### src/rtl/vga_scanout_scheduler_pkg.sv
// Shared scanout definitions: fetch FSM states and the active-area geometry
// common to vga_interval and the scanout scheduler.
package vga_pkg;

  localparam int unsigned VGA_H_ACTIVE = 640;
  localparam int unsigned VGA_V_ACTIVE = 480;

  typedef enum logic [1:0] {
    IDLE,
    REQ,
    DATA,
    DRAIN
  } fetch_state_t;

endpackage

### src/rtl/vga_edge_detect.sv
// Registered rising-edge detector. The first cycle after reset only primes the
// history register, so a level already high at release never reports an edge.
module vga_edge_detect (
  input  logic clk,
  input  logic rst_n,
  input  logic din,
  output logic rise
);

  logic prev;
  logic primed;

  always_ff @(posedge clk or negedge rst_n) begin
    if (!rst_n) begin
      prev   <= 1'b0;
      primed <= 1'b0;
    end else begin
      prev   <= din;
      primed <= 1'b1;
    end
  end

  assign rise = primed & din & ~prev;

endmodule

### src/rtl/vga_scanout_scheduler.sv
// Fetches framebuffer lines into a ping-pong line buffer one line ahead of the
// beam: lines 0/1 during vblank, line y+2 when line y finishes.
module vga_scanout_scheduler
  import vga_pkg::*;
#(
  parameter int unsigned H_ACTIVE       = VGA_H_ACTIVE,
  parameter int unsigned V_ACTIVE       = VGA_V_ACTIVE,
  parameter int unsigned DATA_W         = 32,
  parameter int unsigned ADDR_W         = 32,
  parameter int unsigned WORDS_PER_LINE = 160,
  parameter int unsigned BURST_LEN      = 16,
  parameter int unsigned LINE_STRIDE    = 640
) (
  input  logic              aclk,
  input  logic              aresetn,
  input  logic              enable,
  input  logic [ADDR_W-1:0] fb_base,
  input  logic              hblank,
  input  logic              vblank,
  input  logic [11:0]       py,
  output logic              rd_valid,
  input  logic              rd_ready,
  output logic [ADDR_W-1:0] rd_addr,
  input  logic              rdata_valid,
  input  logic [DATA_W-1:0] rdata,
  output logic              lb_we,
  output logic              lb_bank,
  output logic [7:0]        lb_waddr,
  output logic [DATA_W-1:0] lb_wdata,
  output logic              disp_bank,
  output logic              busy,
  output logic              underrun
);

  localparam int unsigned BURSTS  = WORDS_PER_LINE / BURST_LEN;
  localparam int unsigned BEAT_W  = (BURST_LEN > 1) ? $clog2(BURST_LEN) : 1;
  localparam int unsigned BURST_W = (BURSTS > 1) ? $clog2(BURSTS) : 1;

  if ((WORDS_PER_LINE % BURST_LEN) != 0 ||
      WORDS_PER_LINE * (DATA_W / 8) != H_ACTIVE) begin : g_cfg_err
    $error("vga_scanout_scheduler: line geometry does not match burst/pixel sizing");
  end

  fetch_state_t         state, state_d;
  logic [11:0]          line_q, line_d;
  logic                 bank_q, bank_d;
  logic [BURST_W-1:0]   burst_q, burst_d;
  logic [BEAT_W-1:0]    beat_q, beat_d;
  logic                 qv_q, qv_d;
  logic [ADDR_W-1:0]    base_q;
  logic                 wr_beat;

  logic hrise, vrise;
  logic last_beat, last_burst, line_done, clean_handoff;
  logic line_evt, line_trig, frame_trig, trig, overrun;
  logic [11:0] trig_line;
  logic        trig_bank;

  vga_edge_detect u_hedge (.clk(aclk), .rst_n(aresetn), .din(hblank), .rise(hrise));
  vga_edge_detect u_vedge (.clk(aclk), .rst_n(aresetn), .din(vblank), .rise(vrise));

  assign last_beat     = rdata_valid && (beat_q == BEAT_W'(BURST_LEN - 1));
  assign last_burst    = (burst_q == BURST_W'(BURSTS - 1));
  assign line_done     = (state == DATA) && last_beat && last_burst;
  // A trigger landing on the final beat of a line with nothing queued is a
  // normal handoff, not an underrun.
  assign clean_handoff = line_done && !qv_q;

  assign frame_trig = vrise & enable;
  assign line_evt   = hrise & ~vblank & (py < 12'(V_ACTIVE));
  assign line_trig  = line_evt & enable & (py < 12'(V_ACTIVE - 2));
  assign trig       = frame_trig | line_trig;
  assign trig_line  = frame_trig ? 12'd0 : py + 12'd2;
  assign trig_bank  = frame_trig ? 1'b0 : py[0];
  assign overrun    = trig && (state != IDLE) && !clean_handoff;

  always_comb begin
    state_d = state;
    line_d  = line_q;
    bank_d  = bank_q;
    burst_d = burst_q;
    beat_d  = beat_q;
    qv_d    = qv_q;
    wr_beat = 1'b0;
    unique case (state)
      IDLE: ;
      REQ: begin
        if (rd_ready) begin
          state_d = DATA;
          beat_d  = '0;
        end
      end
      DATA: begin
        if (rdata_valid) begin
          wr_beat = !trig || clean_handoff;
          beat_d  = beat_q + BEAT_W'(1);
          if (last_beat) begin
            beat_d = '0;
            if (!last_burst) begin
              burst_d = burst_q + BURST_W'(1);
              state_d = REQ;
            end else if (qv_q) begin
              line_d  = 12'd1;
              bank_d  = 1'b1;
              burst_d = '0;
              qv_d    = 1'b0;
              state_d = REQ;
            end else begin
              state_d = IDLE;
            end
          end
        end
      end
      DRAIN: begin
        if (rdata_valid) begin
          beat_d = beat_q + BEAT_W'(1);
          if (last_beat) begin
            beat_d  = '0;
            state_d = REQ;
          end
        end
      end
    endcase

    // Newest trigger replaces the current job and any queued prefetch; an
    // accepted burst still has to be drained before the new request goes out.
    if (trig) begin
      line_d  = trig_line;
      bank_d  = trig_bank;
      burst_d = '0;
      qv_d    = frame_trig;
      unique case (state)
        IDLE:  state_d = REQ;
        REQ: begin
          state_d = rd_ready ? DRAIN : REQ;
          beat_d  = '0;
        end
        DATA:  state_d = (rdata_valid && last_beat) ? REQ : DRAIN;
        DRAIN: ;
      endcase
    end
  end

  always_ff @(posedge aclk or negedge aresetn) begin
    if (!aresetn) begin
      state     <= IDLE;
      line_q    <= '0;
      bank_q    <= 1'b0;
      burst_q   <= '0;
      beat_q    <= '0;
      qv_q      <= 1'b0;
      base_q    <= '0;
      disp_bank <= 1'b0;
      underrun  <= 1'b0;
      lb_we     <= 1'b0;
      lb_bank   <= 1'b0;
      lb_waddr  <= '0;
      lb_wdata  <= '0;
    end else begin
      state   <= state_d;
      line_q  <= line_d;
      bank_q  <= bank_d;
      burst_q <= burst_d;
      beat_q  <= beat_d;
      qv_q    <= qv_d;

      if (vrise) begin
        base_q    <= fb_base;
        disp_bank <= 1'b0;
      end else if (line_evt) begin
        disp_bank <= ~disp_bank;
      end

      if (overrun)    underrun <= 1'b1;
      else if (vrise) underrun <= 1'b0;

      lb_we    <= wr_beat;
      lb_wdata <= rdata;
      if (state == DATA && rdata_valid) begin
        lb_bank  <= bank_q;
        lb_waddr <= 8'(burst_q) * 8'(BURST_LEN) + 8'(beat_q);
      end
    end
  end

  assign rd_valid = (state == REQ);
  assign busy     = (state != IDLE);
  assign rd_addr  = base_q
                  + ADDR_W'(line_q) * ADDR_W'(LINE_STRIDE)
                  + ADDR_W'(burst_q) * ADDR_W'(BURST_LEN * (DATA_W / 8));

endmodule

### config.mk
export PLATFORM = sky130hd
export DESIGN_NAME = vga_scanout_scheduler
export DESIGN_NICKNAME = d
export VERILOG_FILES = /design/src/rtl/vga_scanout_scheduler_pkg.sv /design/src/rtl/vga_edge_detect.sv /design/src/rtl/vga_scanout_scheduler.sv
export SDC_FILE = /design/constraint.sdc
export NUM_CORES = 1
export LEC_CHECK = 0
export CORE_ASPECT_RATIO = 1.1
export CORE_MARGIN = 10
export CORE_UTILIZATION = 35
export CTS_CLUSTER_SIZE = 40
export DETAILED_ROUTE_END_ITERATION = 10
export SKIP_CTS_REPAIR_TIMING = 1
export SLEW_MARGIN = 20
export SYNTH_ARGS = -nofsm -noshare
export SYNTH_HDL_FRONTEND = slang
export SYNTH_SLANG_ARGS = --single-unit
### constraint.sdc
create_clock -name aclk -period 14.6 [get_ports aclk]
set_input_delay 2.92 -clock aclk [delete_from_list [all_inputs] [get_ports aclk]]
set_output_delay 2.92 -clock aclk [all_outputs]
set_load 0.05 [all_outputs]
==> flow_summary.toml, run 1 <==
[worst_setup_path]
critPathKind = "reg -> out"
path_cells = "ha_1, ha_1, fa_1, a21o_1, a21oi_1, o21bai_1, a2111oi_2, o31ai_1, a21oi_1, xnor2_1, ha_1, ha_1, a211oi_1, nand2_1, nor2_1, a21oi_2, a31oi_4, nor4b_2, xor2_1, clkdlybuf4s50_1"
startpoint = "line_q[1]"
crit_path_end_kind = "output pin"
slowest_delay_ns = 0.82
cp_top_family = "compound AO/OA/AOI/OAI gates"
worst-path-buf-inv = 1
required_ns = 11.68
r2r-start = "u_vedge.primed"
crit_fanout = 5
crit_top_cell = "ha_1"
cp-start-kind = "flop"
cpMaxStageDelayCell = "clkdlybuf4s50_1"
worstPathArrival_ns = 5.69

[synth]
synth_cell_types = 56
ys_warn_count = 0
synth_top_area_share_pct = 46.5
yosysMostFrequentCell = "nand2_1"
syn_area_um2 = 5490
ys_seq_area_share_pct = 46.5
syn-instance-count = 548
synthArstFlopShare_pct = 100
synth_top_cell_by_area = "dfrtp_1"
yosys-top-cells-count = "nand2_1, dfrtp_1, ha_1, nor2_1, o21ai_0"
ys.flop_type = "dfrtp_1"
syn_area_per_cell_um2 = 10.0
yosys_register_bits = 102
synth_area_leaders = "dfrtp_1, ha_1, nand2_1, xnor2_1, o21ai_0"
syn_nets = 689
synth_edf_count = 0

[timing]
finalCritPeriodShare_pct = 59.0
finalHoldViolations = 0
rsz0062_at_grt = "no"
max_freq_mhz = 116
slew_headroom_pct = 36.5
skew_ns = 0.0143
min_period_ns = 8.61
worst_pin_slew_ns = 0.952
fin_tns_setup_ns = 0
setup_viol = 0
hold_ws_ns = 0.481
slew_violations = 0

[place]
portBuffers = 160
dp_hpwl_um = 11300
gp_congestion = 0.838

[drt]
vias = 4358
routedWlPerCell_um = 16.0
dr.pass1.iters = 4
drcViolationCount = 0
totalWireLength_um = 14400
antenna_left = 0
drtIter0Drc = 134
viasPerCell = 4.83

[power_and_ir_drop]
power.density_nw_per_um2 = 126
ir_drop_v = 0.0000764
p_switching_uw = 374
combPwrFrac_pct = 37.3
pwr-share-seq_pct = 37.1
p_int_uw = 575
p_clk_share_pct = 25.6
total_power_uw = 949
cellLeakagePower_uw = 0.00355
netSwitchingFraction_pct = 39.4

[floorplanning]
fp.dieH_um = 151
die_w_um = 139
coreArea_um2 = 15200
ios = 161
die_area_um2 = 21100
rows = 47
initial_utilization_pct = 36.0

[clock_tree]
cts-buffers-inserted = 9
clk_pin_slew_ns = 0.08
h-tree-depth = 3
cts_tree = "yes"
clock_sinks = 102
clk_latency_ns = 0.35
cts-root-buf = "clkbuf_16"
cts.path.max_buffers = 2

[outcome]
status = "finished clean"

[finish]
syn_to_final_growth_pct = 37.6
utilization_pct = 49.6
drive_gt1_share_pct = 6.09
n_fill_cell = 1392
diodes = 0
fin_nets = 842

[global_route]
grt_pass1_vias = 4603
overflow = 0
track_usage_pct = 13.7
grt_pass1_wl_um = 23700
grt_start_max_net_pins = 76
antenna_found_initial = 0

[min_path]
hold_class = "reg -> reg"
hold_start = "base_q[5]"

[job]
drv_cap = 0
==> through the flow <==
stage / cells / area, um2 / setup slack [ns]
2_1_floorplan: 548 / 5490 / 6.92
4_1_cts: 902 / 7550 / 5.93
5_1_grt: 902 / 7550 / 5.53
3_5_place_dp: 886 / 7240 / 6.35
6_report: 902 / 7550 / 5.99
3_3_place_gp: 886 / 7240 / 6.47
==> cells in the final DEF (no fill, tap or decap), types with 2 or more instances in the layout <==
cell type,netlist,layout
inv_1,24,24
clkbuf_16,0,9
a21o_1,5,5
o21bai_1,3,3
o211ai_1,3,3
dfrtp_1,102,102
a31oi_1,2,2
buf_4,8,3
or2_2,2,2
and2_1,3,3
nand2_1,127,127
nand3_1,13,13
o21a_1,6,6
nor3_1,4,4
a21oi_2,3,3
nand2b_1,2,2
a211oi_1,2,2
a21oi_1,22,22
a31oi_4,2,2
fa_1,5,5
clkdlybuf4s50_1,0,159
inv_8,0,2
o21ai_0,28,28
nand4_1,6,6
nor2_1,28,27
nand3b_1,2,2
xor2_1,16,16
inv_6,0,2
nor2b_1,6,6
clkinv_8,0,2
o31ai_1,2,2
xnor2_1,22,22
ha_1,53,53
nor3b_1,4,4
mux2_2,6,6
and3_1,2,2
==> sequential cells by signal, indices dropped and copies added (netlist names), 2 cells and up <==
register / count
beat_q: 4
line_q: 12
lb_wdata: 32
base_q: 32
burst_q: 4
state: 2
lb_waddr: 8
==> cells by family (layout without fill, tap and decap cells) <==
group	count (synthesis)	after routing	synth area share (%)
buf+inv	44	202	3.60
compound gates	91	91	11.5
fa+ha+maj	58	58	13.9
flops	102	102	46.5
simple gates	208	208	17.1
mux	6	6	1.23
other cells	1	1	0.0683
xor+xnor	38	38	6.07
==> worst min-delay path, cell delays in order (launching register included) <==
cell and delay [ns]:
dfrtp_1 0.35, nand2_1 0.05, nand2_1 0.05
==> final cells by class <==
type                       count  area, um2  share of cell area (%)
clock inverter                 7       81.3                    1.08
timing repair buffer         162       1610                    21.4
sequential                   102       2550                    33.8
inverter                      24       90.1                    1.19
tap                          196        245                    3.25
clock buffer                   9        225                    2.98
multi-input combinational    402       2740                    36.3
==> worst paths after layout <==
kind	endpoint	slack, ns	cells past startpoint
hold / removal	base_q[5]	0.48	2
max in group asynchronous	u_vedge.prev	10.85	2
hold reg to reg	base_q[5]	0.48	2
min in group asynchronous	base_q[17]	2.47	1
setup / recovery	rd_addr[31]	5.99	20
setup reg to reg	line_q[1]	12.16	7
==> per-layer routing <==
layer / up-vias / track usage, % / routed length [um]
met2: 151 / 21.6 / 6340
li1: 2150 / - / -
met5: - / 0 / 0
met1: 2048 / 15.5 / 6110
met3: 9 / 7.99 / 1840
met4: 0 / 3.86 / 145
==> power groups by stage <==
stage	Sequential, uW	Combinational [uW]	Clock (uW)
after floorplan	397	191	0
after global placement	356	355	0
after detailed placement	357	358	0
after CTS	352	359	252
after global routing	359	381	265
final	352	354	243
Note: power is estimated with default switching activity, not from simulation.
==> run 2, diff against run 1 <==
==> constraint.sdc (replaced) <==
create_clock -name aclk -period 8.37 [get_ports aclk]
set_input_delay 1.674 -clock aclk [delete_from_list [all_inputs] [get_ports aclk]]
set_output_delay 1.674 -clock aclk [all_outputs]
set_load 0.05 [all_outputs]
==> run 2 against run 1 <==
Via count about the same. Cell count unchanged. Worst setup slack got worse by 5.0 ns. Critical endpoint is now rd_addr[27]. Critical path depth unchanged. Total power increased by 75%. Flip-flop and latch count unchanged. Hold slack got worse by 0.0044 ns. Routed wire length increased by 0.94%. Sequential power increased by 74%. Non-clock buffer count unchanged. Final area about the same.
==> flow_summary.toml, run 2 (synthesis gave the netlist of run 1 again) <==
[timing]
hold_ws_ns = 0.476
setup_viol = 0
slew_headroom_pct = 36.7
worst_pin_slew_ns = 0.949
skew_ns = 0.0147
fin_tns_setup_ns = 0
finalHoldViolations = 0
min_period_ns = 7.35
slew_violations = 0
rsz0062_at_grt = "no"
max_freq_mhz = 136
finalCritPeriodShare_pct = 87.8
fin_ws_ns = 1.02

[drt]
drtIter0Drc = 132
antenna_left = 0
routedWlPerCell_um = 16.2
dr.pass1.iters = 5
drcViolationCount = 0
vias = 4359
totalWireLength_um = 14600
viasPerCell = 4.83

[place]
portBuffers = 160
gp_congestion = 0.839
dp_hpwl_um = 11400
place_ws_ns = 1.37

[finish]
final_cell_mix = "clkdlybuf4s50_1, nand2_1, dfrtp_1"
seqCellArea_um2 = 2550
largestRegisters = "base_q: 32 flops, lb_wdata: 32 flops, line_q: 12 flops"
diodes = 0
drive_gt1_share_pct = 6.09
utilization_pct = 49.6
multi_input_area_um2 = 2740
n_fill_cell = 1396
mostFrequentLayoutCell = "clkdlybuf4s50_1"
fin_nets = 842
syn_to_final_growth_pct = 37.6

[floorplanning]
die_area_um2 = 21100
initial_utilization_pct = 36.0
ios = 161
coreArea_um2 = 15200
fp.dieH_um = 151
rows = 47
die_w_um = 139

[worst_setup_path]
critPathKind = "reg -> out"
crit_fanout = 5
cp-start-kind = "flop"
slowest_delay_ns = 0.82
crit_path_end_kind = "output pin"
rr_worst_depth = 7
crit_top_cell = "ha_1"
worstPathArrival_ns = 5.68
cpMaxStageDelayCell = "clkdlybuf4s50_1"
path_cells = "ha_1, ha_1, fa_1, a21o_1, a21oi_1, o21bai_1, a2111oi_2, o31ai_1, a21oi_1, xnor2_1, ha_1, ha_1, a211oi_1, nand2_1, nor2_1, a21oi_2, a31oi_4, nor3b_1, xor2_1, clkdlybuf4s50_1"
required_ns = 6.70

[global_route]
overflow = 0
antenna_found_initial = 0
grt_start_max_net_pins = 76
grt_pass1_wl_um = 23900
track_usage_pct = 13.8
grt_pass1_vias = 4695

[power_and_ir_drop]
ir_drop_v = 0.000110
cellLeakagePower_uw = 0.00355
power.density_nw_per_um2 = 219
total_power_uw = 1660

[min_path]
hold_class = "reg -> reg"
hold_path_depth = 2

[clock_tree]
cts.path.max_buffers = 2
cts-buffers-inserted = 9
cts_tree = "yes"
cts-root-buf = "clkbuf_16"
clock_sinks = 102
clk_latency_ns = 0.35
h-tree-depth = 3
clk_pin_slew_ns = 0.08

[outcome]
status = "finished clean"

[job]
drv_cap = 0
## run 2: changes by cell type in the layout (fill, tap and decap cells not counted)
cell and delta:
clkinvlp_4 +1, inv_8 +1, inv_6 -1, clkinv_4 -1
## run 2: final cells by class
cell class	count	area share (%)
clock inverter	7	1.09
multi-input combinational	402	36.3
tap	196	3.25
sequential	102	33.8
timing repair buffer	162	21.4
clock buffer	9	2.98
inverter	24	1.19
## run 2: stage by stage
step	cells	cell area [um2]
after floorplan	548	5490
after global placement	886	7240
after detailed placement	886	7240
after CTS	902	7550
after global routing	902	7550
final	902	7550
## run 2: metal layers
layer  GRT usage, %  up-vias  wire [um]
met4           4.07        0        153
li1               -     2157          -
met1           15.5     2044       6040
met2           21.7      147       6450
met5              0        -          0
met3           8.02       11       1920
## run 2: report_power, final
| group | total (uW) | internal [uW] | switching, uW |
|---|---|---|---|
| sequential | 614 | 558 | 55.9 |
| clock | 425 | 214 | 210 |
| combinational | 618 | 230 | 387 |
## run 2: critical path, delay by kind of cell, from the launching register on
family | cells | cell delay, ns
AND/OR/NAND/NOR | 3 | 0.31
XOR/XNOR | 2 | 0.27
adder cells (fa/ha/maj) | 5 | 1.55
buffers and inverters | 1 | 0.82
AO/OA/AOI/OAI | 9 | 1.96
flip-flops | 1 | 0.43
## run 2: final timing paths
| check | from | to | slack (ns) |
|---|---|---|---|
| max | line_q[1] | rd_addr[27] | 1.02 |
| min | base_q[2] | base_q[2] | 0.48 |
| max reg2reg | u_vedge.primed | line_q[1] | 5.93 |
| min reg2reg | base_q[2] | base_q[2] | 0.48 |
| max in group asynchronous | aresetn | u_vedge.prev | 5.85 |
| min in group asynchronous | aresetn | base_q[8] | 1.24 |
